$ cat src/rtl/udm_arb_pkg.sv
// udm_arb_pkg
// Shared definitions for the UDM/CPU bus arbiter: FSM state encoding,
// parameter defaults and the wait-counter width.
package udm_arb_pkg;

    typedef enum logic [1:0] {
        ST_IDLE      = 2'd0,
        ST_REQ       = 2'd1,
        ST_WAIT_RESP = 2'd2
    } arb_state_e;

    localparam int unsigned TIMEOUT_DEFAULT  = 1024;
    localparam logic [31:0] ERR_DATA_DEFAULT = 32'hDEADBEEF;
    localparam int unsigned CNT_W            = 16;

endpackage

$ cat src/rtl/udm_arb_rr.sv
// udm_arb_rr
// Two-requester round-robin picker. When both masters request, the one
// that was not granted last wins; a single requester always wins.
// Ports:
//   req_i        [1:0]  request vector (bit 0 = UDM, bit 1 = CPU)
//   last_grant_i [1:0]  one-hot owner of the most recently finished transaction
//   grant_o      [1:0]  one-hot winner (all zero when nobody requests)
module udm_arb_rr
    import udm_arb_pkg::*;
(
    input  logic [1:0] req_i,
    input  logic [1:0] last_grant_i,
    output logic [1:0] grant_o
);

    always_comb begin
        grant_o = 2'b00;
        if (req_i == 2'b11) begin
            grant_o = last_grant_i[0] ? 2'b10 : 2'b01;
        end else begin
            // Zero or one request: the vector is already one-hot (or empty).
            grant_o = req_i;
        end
    end

endmodule

$ cat src/rtl/udm_bus_arbiter.sv
// udm_bus_arbiter
// Arbitrates two masters (m0 = UDM, m1 = CPU) onto one shared slave bus.
// IDLE registers a round-robin grant, REQ presents the granted master's
// fields to the slave until s_ack_i, WAIT_RESP waits for the read response.
// A 16-bit wait counter aborts a stalled transaction after TIMEOUT cycles,
// delivering the pending strobe (ERR_DATA for reads) with a timeout_o pulse.
// Ports:
//   clk_i, rst_n_i                 clock, asynchronous active-low reset
//   mN_req_i, mN_we_i              master request / write enable (N = 0, 1)
//   mN_addr_bi, mN_wdata_bi [31:0] master address / write data
//   mN_be_bi [3:0]                 master byte enables
//   mN_ack_o, mN_resp_o            accept strobe / read-response strobe
//   mN_rdata_bo [31:0]             read data, valid with mN_resp_o
//   s_req_o, s_we_o, s_addr_bo, s_wdata_bo, s_be_bo   shared slave request
//   s_ack_i, s_resp_i, s_rdata_bi  slave accept / response / read data
//   grant_bo [1:0]                 one-hot current owner
//   timeout_o                      one-cycle abort pulse
module udm_bus_arbiter
    import udm_arb_pkg::*;
#(
    parameter int unsigned TIMEOUT  = TIMEOUT_DEFAULT,
    parameter logic [31:0] ERR_DATA = ERR_DATA_DEFAULT
) (
    input  logic        clk_i,
    input  logic        rst_n_i,

    input  logic        m0_req_i,
    input  logic        m0_we_i,
    input  logic [31:0] m0_addr_bi,
    input  logic [31:0] m0_wdata_bi,
    input  logic [3:0]  m0_be_bi,
    output logic        m0_ack_o,
    output logic        m0_resp_o,
    output logic [31:0] m0_rdata_bo,

    input  logic        m1_req_i,
    input  logic        m1_we_i,
    input  logic [31:0] m1_addr_bi,
    input  logic [31:0] m1_wdata_bi,
    input  logic [3:0]  m1_be_bi,
    output logic        m1_ack_o,
    output logic        m1_resp_o,
    output logic [31:0] m1_rdata_bo,

    output logic        s_req_o,
    output logic        s_we_o,
    output logic [31:0] s_addr_bo,
    output logic [31:0] s_wdata_bo,
    output logic [3:0]  s_be_bo,
    input  logic        s_ack_i,
    input  logic        s_resp_i,
    input  logic [31:0] s_rdata_bi,

    output logic [1:0]  grant_bo,
    output logic        timeout_o
);

    localparam logic [CNT_W-1:0] CNT_LAST = CNT_W'(TIMEOUT - 1);

    arb_state_e       state_q;
    logic [1:0]       grant_q;
    logic [1:0]       rr_last_q;
    logic [CNT_W-1:0] cnt_q;

    logic [1:0]  rr_grant;
    logic        in_req;
    logic        in_wait;
    logic        cnt_expired;
    logic        sel_we;
    logic [31:0] sel_addr;
    logic [31:0] sel_wdata;
    logic [3:0]  sel_be;
    logic        ack_stb;
    logic        resp_stb;
    logic        abort_req;
    logic        abort_wait;
    logic        done;
    logic        to_wait;
    logic [31:0] rdata_sel;

    udm_arb_rr u_rr (
        .req_i        ({m1_req_i, m0_req_i}),
        .last_grant_i (rr_last_q),
        .grant_o      (rr_grant)
    );

    always_comb begin
        in_req      = (state_q == ST_REQ);
        in_wait     = (state_q == ST_WAIT_RESP);
        cnt_expired = (cnt_q == CNT_LAST);

        sel_we    = grant_q[1] ? m1_we_i     : m0_we_i;
        sel_addr  = grant_q[1] ? m1_addr_bi  : m0_addr_bi;
        sel_wdata = grant_q[1] ? m1_wdata_bi : m0_wdata_bi;
        sel_be    = grant_q[1] ? m1_be_bi    : m0_be_bi;

        abort_req  = in_req  & ~s_ack_i  & cnt_expired;
        abort_wait = in_wait & ~s_resp_i & cnt_expired;

        ack_stb  = in_req & (s_ack_i | cnt_expired);
        // A read aborted before acceptance also gets its error response so
        // the master is never left waiting; s_resp_i on a write is ignored.
        resp_stb = (in_req & ~sel_we & ((s_ack_i & s_resp_i) | abort_req))
                 | (in_wait & (s_resp_i | cnt_expired));

        rdata_sel = (abort_req | abort_wait) ? ERR_DATA : s_rdata_bi;

        // When s_ack_i is high abort_req is low, so for reads the same-cycle
        // response alone decides between finishing and waiting.
        done    = (in_req & ack_stb & (sel_we | s_resp_i | abort_req))
                | (in_wait & resp_stb);
        to_wait = in_req & s_ack_i & ~sel_we & ~s_resp_i;
    end

    always_ff @(posedge clk_i or negedge rst_n_i) begin
        if (!rst_n_i) begin
            state_q   <= ST_IDLE;
            grant_q   <= 2'b00;
            // "m1 was last" gives m0 the priority after reset.
            rr_last_q <= 2'b10;
            cnt_q     <= '0;
        end else begin
            case (state_q)
                ST_IDLE: begin
                    if (m0_req_i | m1_req_i) begin
                        grant_q <= rr_grant;
                        state_q <= ST_REQ;
                        cnt_q   <= '0;
                    end
                end
                ST_REQ, ST_WAIT_RESP: begin
                    if (done) begin
                        state_q   <= ST_IDLE;
                        rr_last_q <= grant_q;
                        grant_q   <= 2'b00;
                        cnt_q     <= '0;
                    end else if (to_wait) begin
                        state_q <= ST_WAIT_RESP;
                        cnt_q   <= '0;
                    end else begin
                        cnt_q <= cnt_q + 1'b1;
                    end
                end
                default: begin
                    state_q <= ST_IDLE;
                    grant_q <= 2'b00;
                    cnt_q   <= '0;
                end
            endcase
        end
    end

    // Slave fields are zero outside REQ so nothing leaks while idle or in reset.
    assign s_req_o    = in_req;
    assign s_we_o     = in_req & sel_we;
    assign s_addr_bo  = in_req ? sel_addr  : 32'h0;
    assign s_wdata_bo = in_req ? sel_wdata : 32'h0;
    assign s_be_bo    = in_req ? sel_be    : 4'h0;

    assign m0_ack_o    = ack_stb  & grant_q[0];
    assign m1_ack_o    = ack_stb  & grant_q[1];
    assign m0_resp_o   = resp_stb & grant_q[0];
    assign m1_resp_o   = resp_stb & grant_q[1];
    assign m0_rdata_bo = (resp_stb & grant_q[0]) ? rdata_sel : 32'h0;
    assign m1_rdata_bo = (resp_stb & grant_q[1]) ? rdata_sel : 32'h0;

    assign grant_bo  = grant_q;
    assign timeout_o = abort_req | abort_wait;

endmodule

$ cat config.mk
export PLATFORM = sky130hd
export DESIGN_NAME = udm_bus_arbiter
export DESIGN_NICKNAME = d
export VERILOG_FILES = /design/src/rtl/udm_arb_pkg.sv /design/src/rtl/udm_arb_rr.sv /design/src/rtl/udm_bus_arbiter.sv
export SDC_FILE = /design/constraint.sdc
export NUM_CORES = 1
export LEC_CHECK = 0
export CORE_AREA = 8 8 118 120
export DETAILED_ROUTE_END_ITERATION = 8
export DIE_AREA = 0 0 126 128
export HOLD_SLACK_MARGIN = 0.12
export PLACE_DENSITY_LB_ADDON = 0.1
export SETUP_SLACK_MARGIN = 0.4
export SYNTH_ARGS = -nofsm -noshare
export SYNTH_HDL_FRONTEND = slang
export SYNTH_HIERARCHICAL = 1
export SYNTH_SLANG_ARGS = --single-unit
$ cat constraint.sdc
create_clock -name clk_i -period 3 [get_ports clk_i]
set_input_delay 0.6 -clock clk_i [delete_from_list [all_inputs] [get_ports clk_i]]
set_output_delay 0.6 -clock clk_i [all_outputs]
set_load 0.1 [all_outputs]
==> results.json, run 1 <==
{
  "outcome": "complete, no violations",
  "grt_pass1_wl_mm": 31.4,
  "core.rowCount": 41,
  "clkSlewWorstSetupHoldPaths_ps": 60,
  "htreeDepth": 1,
  "avgSynthCellArea_um2": 6.93,
  "nets": 964,
  "drt-total-wl_mm": 23.0,
  "numCtsBuffers": 3,
  "cpLargestDelayFamily": "buffers and inverters",
  "maxSlewViolCount": 0,
  "use_met1": 0.306,
  "crit_top_cell": "buf_12",
  "worstMarginPinSlew_ps": 702,
  "p_per_area_nw_per_um2": 910,
  "dr.first_iter.drc_count": 217,
  "tritoncts": "built",
  "core_region_area_um2": 12200,
  "cp_cell_sequence": "clkdlybuf4s15_1 > mux2i_4 > a31oi_2 > o22ai_2 > buf_6 > nand2_8 > buf_12 > buf_4 > nor2_4 > buf_12",
  "synth_fp_nets": 588,
  "grt-ovfl-total": 0,
  "ir_worst_vdd_v": 0.000948,
  "dp_hpwl_mm": 18.4,
  "vias_per_cell": 4.92,
  "top_usage_layer": "met2",
  "startpoint": "m0_we_i",
  "hold_path_class": "reg2reg",
  "path_max_fanout": 7,
  "gr-usage-met3": 0.0624,
  "crit_cells": 10,
  "period_minus_slack_ps": 2920,
  "reg2reg_slack_ps": 670,
  "netlist_area_um2": 2810,
  "cts_sinks": 21,
  "setup_violations": 0,
  "final_area_um2": 9790,
  "max_freq_mhz": 343,
  "crit_slowest_cell": "mux2i_4",
  "die_width_um": 126,
  "place_area_um2": 9110,
  "critPathCapture": "m1_rdata_bo[11]",
  "total_power_mw": 8.91,
  "crit_buf_inv": 5,
  "r2r-start": "cnt_q[11]",
  "start_kind": "input port",
  "cts_hold_buf": 0,
  "dp_slack_ps": -98.0,
  "drc": 0,
  "ios": 317,
  "via_count": 4594,
  "end_kind": "output port",
  "gpl.final_weighted_congestion": 0.956,
  "grt_max_degree": 72,
  "grt_setup_unrepaired": "true",
  "max_slew_margin": 0.528,
  "leakage_nw": 3.59,
  "die_h_um": 128,
  "io_buffers": 316,
  "syn_inst": 406,
  "fin_setup_tns_ps": 0,
  "grt_antenna_before_repair": 2,
  "finalWorstSetupSlack_ps": 83.6,
  "grt_pass1_vias": 4752,
  "track_usage": 0.257,
  "r2r_end": "state_q[0]",
  "reg2reg_depth": 9,
  "gr-usage-met2": 0.460,
  "syn_to_final_growth_pct": 248,
  "yosysWarnings": 6,
  "drv_cap": 0,
  "finalCritPeriodShare": 0.972,
  "dieArea_um2": 16100,
  "fillers": 755,
  "wl_per_cell_um": 24.6,
  "crit_required_ps": 2400,
  "critPathKind": "in2out",
  "clock_latency_ps": 250,
  "timing_hold_violations_final": 0,
  "dr.pass1.iters": 4,
  "ant_nets": 0,
  "drive_above_1_share": 0.517,
  "cts.root.buffer_cell": "clkbuf_16",
  "worstPathArrival_ps": 2320,
  "finClkSkew_ps": 1.09,
  "initial_core_util": 0.230,
  "clk_path_buf_depth": 2,
  "crit_path_max_incr_delay_ps": 260
}
## worst reg2reg max path, cell delays in order (launching register included)
cell and delay (ps):
dfrtp_2 420, nor4_4 320, buf_4 170, buf_4 100
buf_4 110, a41oi_2 100, buf_4 180, o221ai_4 310
nand2_1 170, mux2_1 340
## placed cells by master (no fill, tap or decap), types with 3 or more instances in the layout
cell type,instances
clkbuf_16,7
nand3_1,11
ha_1,4
a21oi_1,3
o311ai_1,5
buf_12,157
buf_6,20
dfrtp_1,18
a22o_1,5
buf_4,40
nand4_1,4
nor2_4,119
nor2_1,16
clkdlybuf4s50_1,171
mux2i_1,71
nand2_1,24
inv_1,9
nor3_1,4
and3_1,3
nor2_2,14
nor3b_4,16
o21ai_0,8
## per-stage QoR
step,hold slack (ps),util,std cells
finish,540,0.802,933
detailed placement,524,0.746,897
global placement,515,0.746,897
floorplan,304,-,406
global route,578,0.802,933
CTS,537,0.775,920
## flip-flops by register name (all words and copies together), names as in the netlist
signal,cells
cnt_q,16
rr_last_q,1
state_q,2
grant_bo,2
## layout make-up
type                            count  area [um2]  share of cell area
Clock buffer                        3        75.1             0.00767
Sequential cell                    21         532              0.0543
Timing Repair Buffer              398        5570               0.569
Inverter                           13        63.8             0.00652
Antenna cell                        2        5.00            0.000511
Clock inverter                      1        5.00            0.000511
Tap cell                          150         188              0.0192
Multi-Input combinational cell    345        3350               0.342
## report_power, final
part           switching (mW)  leakage (nW)  total [mW]  internal [mW]
combinational            5.35          3.27        8.25           2.90
sequential             0.0536         0.282       0.380          0.326
clock                   0.104        0.0409       0.283          0.179
total                    5.51          3.59        8.91           3.41
## worst min-delay path by stage
stage,depth (start not counted),to,start
3_5_place_dp,1,rr_last_q[0],rr_last_q[0]
4_1_cts,1,rr_last_q[0],rr_last_q[0]
2_1_floorplan,0,cnt_q[0],rst_n_i
5_1_grt,1,rr_last_q[0],rr_last_q[0]
6_report,1,rr_last_q[0],rr_last_q[0]
3_3_place_gp,2,cnt_q[15],cnt_q[15]
## layer usage
layer / part of all wire / vias up
met1: 0.39 / 2199
met2: 0.53 / 215
met3: 0.071 / 18
met4: 0.015 / 0
li1: - / 2162
met5: 0 / -
## timing repair
action / 4_1_cts / 5_1_grt
hold endpoints to repair: 0 / 0
resized for setup: 24 / 41
setup buffers: 18 / 7
cloned: 1 / 4
setup endpoints to repair: 67 / 80
pin swaps: 11 / 50
Power figures use the tool's default switching activity.
==> run 2, diff against run 1 <==
--- a/config.mk
+++ b/config.mk
@@ -8,6 +8,7 @@
 export CORE_AREA = 8 8 118 120
 export DETAILED_ROUTE_END_ITERATION = 8
 export DIE_AREA = 0 0 126 128
+export GPL_ROUTABILITY_DRIVEN = 0
 export HOLD_SLACK_MARGIN = 0.12
 export PLACE_DENSITY_LB_ADDON = 0.1
 export SETUP_SLACK_MARGIN = 0.4
==> run 2 against run 1 <==
Compared with the run above: die area unchanged; sequential power up 4%; clock power up 3%; count of clock-buffer cells in the layout unchanged; maximum frequency up 0.27%; core utilization down 1.2 points; wire length down 4.1%; global-route usage up 0.38 points; critical endpoint is now m0_rdata_bo[29].
==> results.json, run 2 (synthesis results as in run 1) <==
{
  "outcome": "complete, no violations",
  "crit_required_ps": 2400,
  "reg2reg_depth": 9,
  "start_kind": "flip-flop",
  "maxSlewViolCount": 0,
  "fillers": 750,
  "crit_path_max_incr_delay_ps": 480,
  "grt_pass1_vias": 4821,
  "clk_path_buf_depth": 2,
  "core_region_area_um2": 12200,
  "hold_path_class": "reg2reg",
  "p_per_area_nw_per_um2": 915,
  "max_freq_mhz": 344,
  "total_power_mw": 8.83,
  "wl_per_cell_um": 23.6,
  "drv_cap": 0,
  "finClkSkew_ps": 1.53,
  "seqCellArea_um2": 536,
  "ios": 317,
  "ir_worst_vdd_v": 0.00113,
  "max_slew_margin": 0.509,
  "dp_cells": 896,
  "via_count": 4551,
  "grt_max_degree": 72,
  "drc": 0,
  "regMostFlops": "cnt_q",
  "multi_input_area_um2": 3300,
  "dieArea_um2": 16100,
  "end_kind": "output port",
  "drt-total-wl_mm": 22.0,
  "dp_hpwl_mm": 18.6,
  "clkSlewWorstSetupHoldPaths_ps": 60,
  "cts.root.buffer_cell": "clkbuf_16",
  "cp_cell_sequence": "mux2i_4 > a31oi_1 > o22ai_1 > buf_4 > nand2_8 > buf_12 > buf_12 > nor3b_4 > buf_12",
  "largest_reg_flops": 16,
  "min_path_cells": 2,
  "clock_latency_ps": 260,
  "setup_violations": 0,
  "numCtsBuffers": 3,
  "final_area_um2": 9650,
  "crit_top_cell": "buf_12",
  "period_minus_slack_ps": 2910,
  "place_area_um2": 9060,
  "ant_nets": 0,
  "finalCritPeriodShare": 0.970,
  "track_usage": 0.261,
  "dr.pass1.iters": 4,
  "grt-ovfl-total": 0,
  "initial_core_util": 0.230,
  "io_buffers": 316,
  "core.rowCount": 41,
  "dr.first_iter.drc_count": 195,
  "htreeDepth": 1,
  "final_common_cell": "clkdlybuf4s50_1",
  "final_cell_mix": "171 x clkdlybuf4s50_1, 155 x buf_12, 114 x nor2_4",
  "worstPathArrival_ps": 2310,
  "timing_hold_violations_final": 0,
  "leakage_nw": 3.57,
  "tritoncts": "built",
  "vias_per_cell": 4.87,
  "nets": 964,
  "fin_util": 0.790,
  "crit_slowest_cell": "dfrtp_4",
  "cts_sinks": 21,
  "die_h_um": 128,
  "grt_setup_unrepaired": "true",
  "critPathKind": "reg2out",
  "grt_antenna_before_repair": 3,
  "grt_pass1_wl_mm": 31.8,
  "path_max_fanout": 6,
  "syn_to_final_growth_pct": 243,
  "worstMarginPinSlew_ps": 735,
  "drive_above_1_share": 0.512,
  "layout.cells.non_filler": 934,
  "die_width_um": 126
}
[run 2: through the flow]
stage | setup slack [ps] | setup TNS [ps] | hold WS, ps
floorplan | -384 | -9420 | 304
detailed placement | -91.2 | -1490 | 527
global route | -38.0 | -101 | 565
finish | 91.4 | 0 | 541
global placement | -68.2 | -1350 | 517
CTS | 55.2 | 0 | 540
[run 2: report_power, final]
group          switching, mW  internal [mW]  total, mW
combinational           5.31           2.83       8.14
sequential            0.0659          0.328      0.394
clock                  0.111          0.179      0.291
total                   5.49           3.34       8.83
[run 2: routing by layer]
layer	wire length, um	global-route usage	share of wire
met5	0	0	0
met4	441	0.0736	0.020
met3	1690	0.0732	0.077
met2	11600	0.473	0.53
met1	8280	0.292	0.38
[run 2: critical path: cells and delay by family (launching register included)]
kind / cells / cell delay, ps
DFF: 1 / 480
muxes: 1 / 330
AOI/OAI and AO/OA: 2 / 280
buffers and inverters: 4 / 680
and+or+nand+nor: 2 / 270
[run 2: what timing repair did]
item                       4_1_cts  5_1_grt
setup endpoints to repair       67       79
pin swaps                       26       29
gates resized for setup         43       20
setup buffers                   22        6
gates cloned                     3        0
hold buffers                     0        0
[run 2: area by class of cell]
type | instances | share of cell area
inverters | 13 | 0.00661
diodes | 3 | 0.000778
clock buffers | 3 | 0.00778
well taps | 150 | 0.0195
repair buffers | 398 | 0.567
flip-flops and latches | 21 | 0.0555
clock inverters | 1 | 0.000519
multi-input cells | 345 | 0.342
[run 2: path summary, 6_finish.rpt]
path	from	endpoint	slack, ps
setup / recovery	grant_bo[1]	m0_rdata_bo[29]	90
hold / removal	cnt_q[15]	cnt_q[15]	540
setup reg to reg	cnt_q[12]	cnt_q[3]	760
hold reg to reg	cnt_q[15]	cnt_q[15]	540
max in group asynchronous	rst_n_i	cnt_q[1]	1630
min in group asynchronous	rst_n_i	cnt_q[7]	780
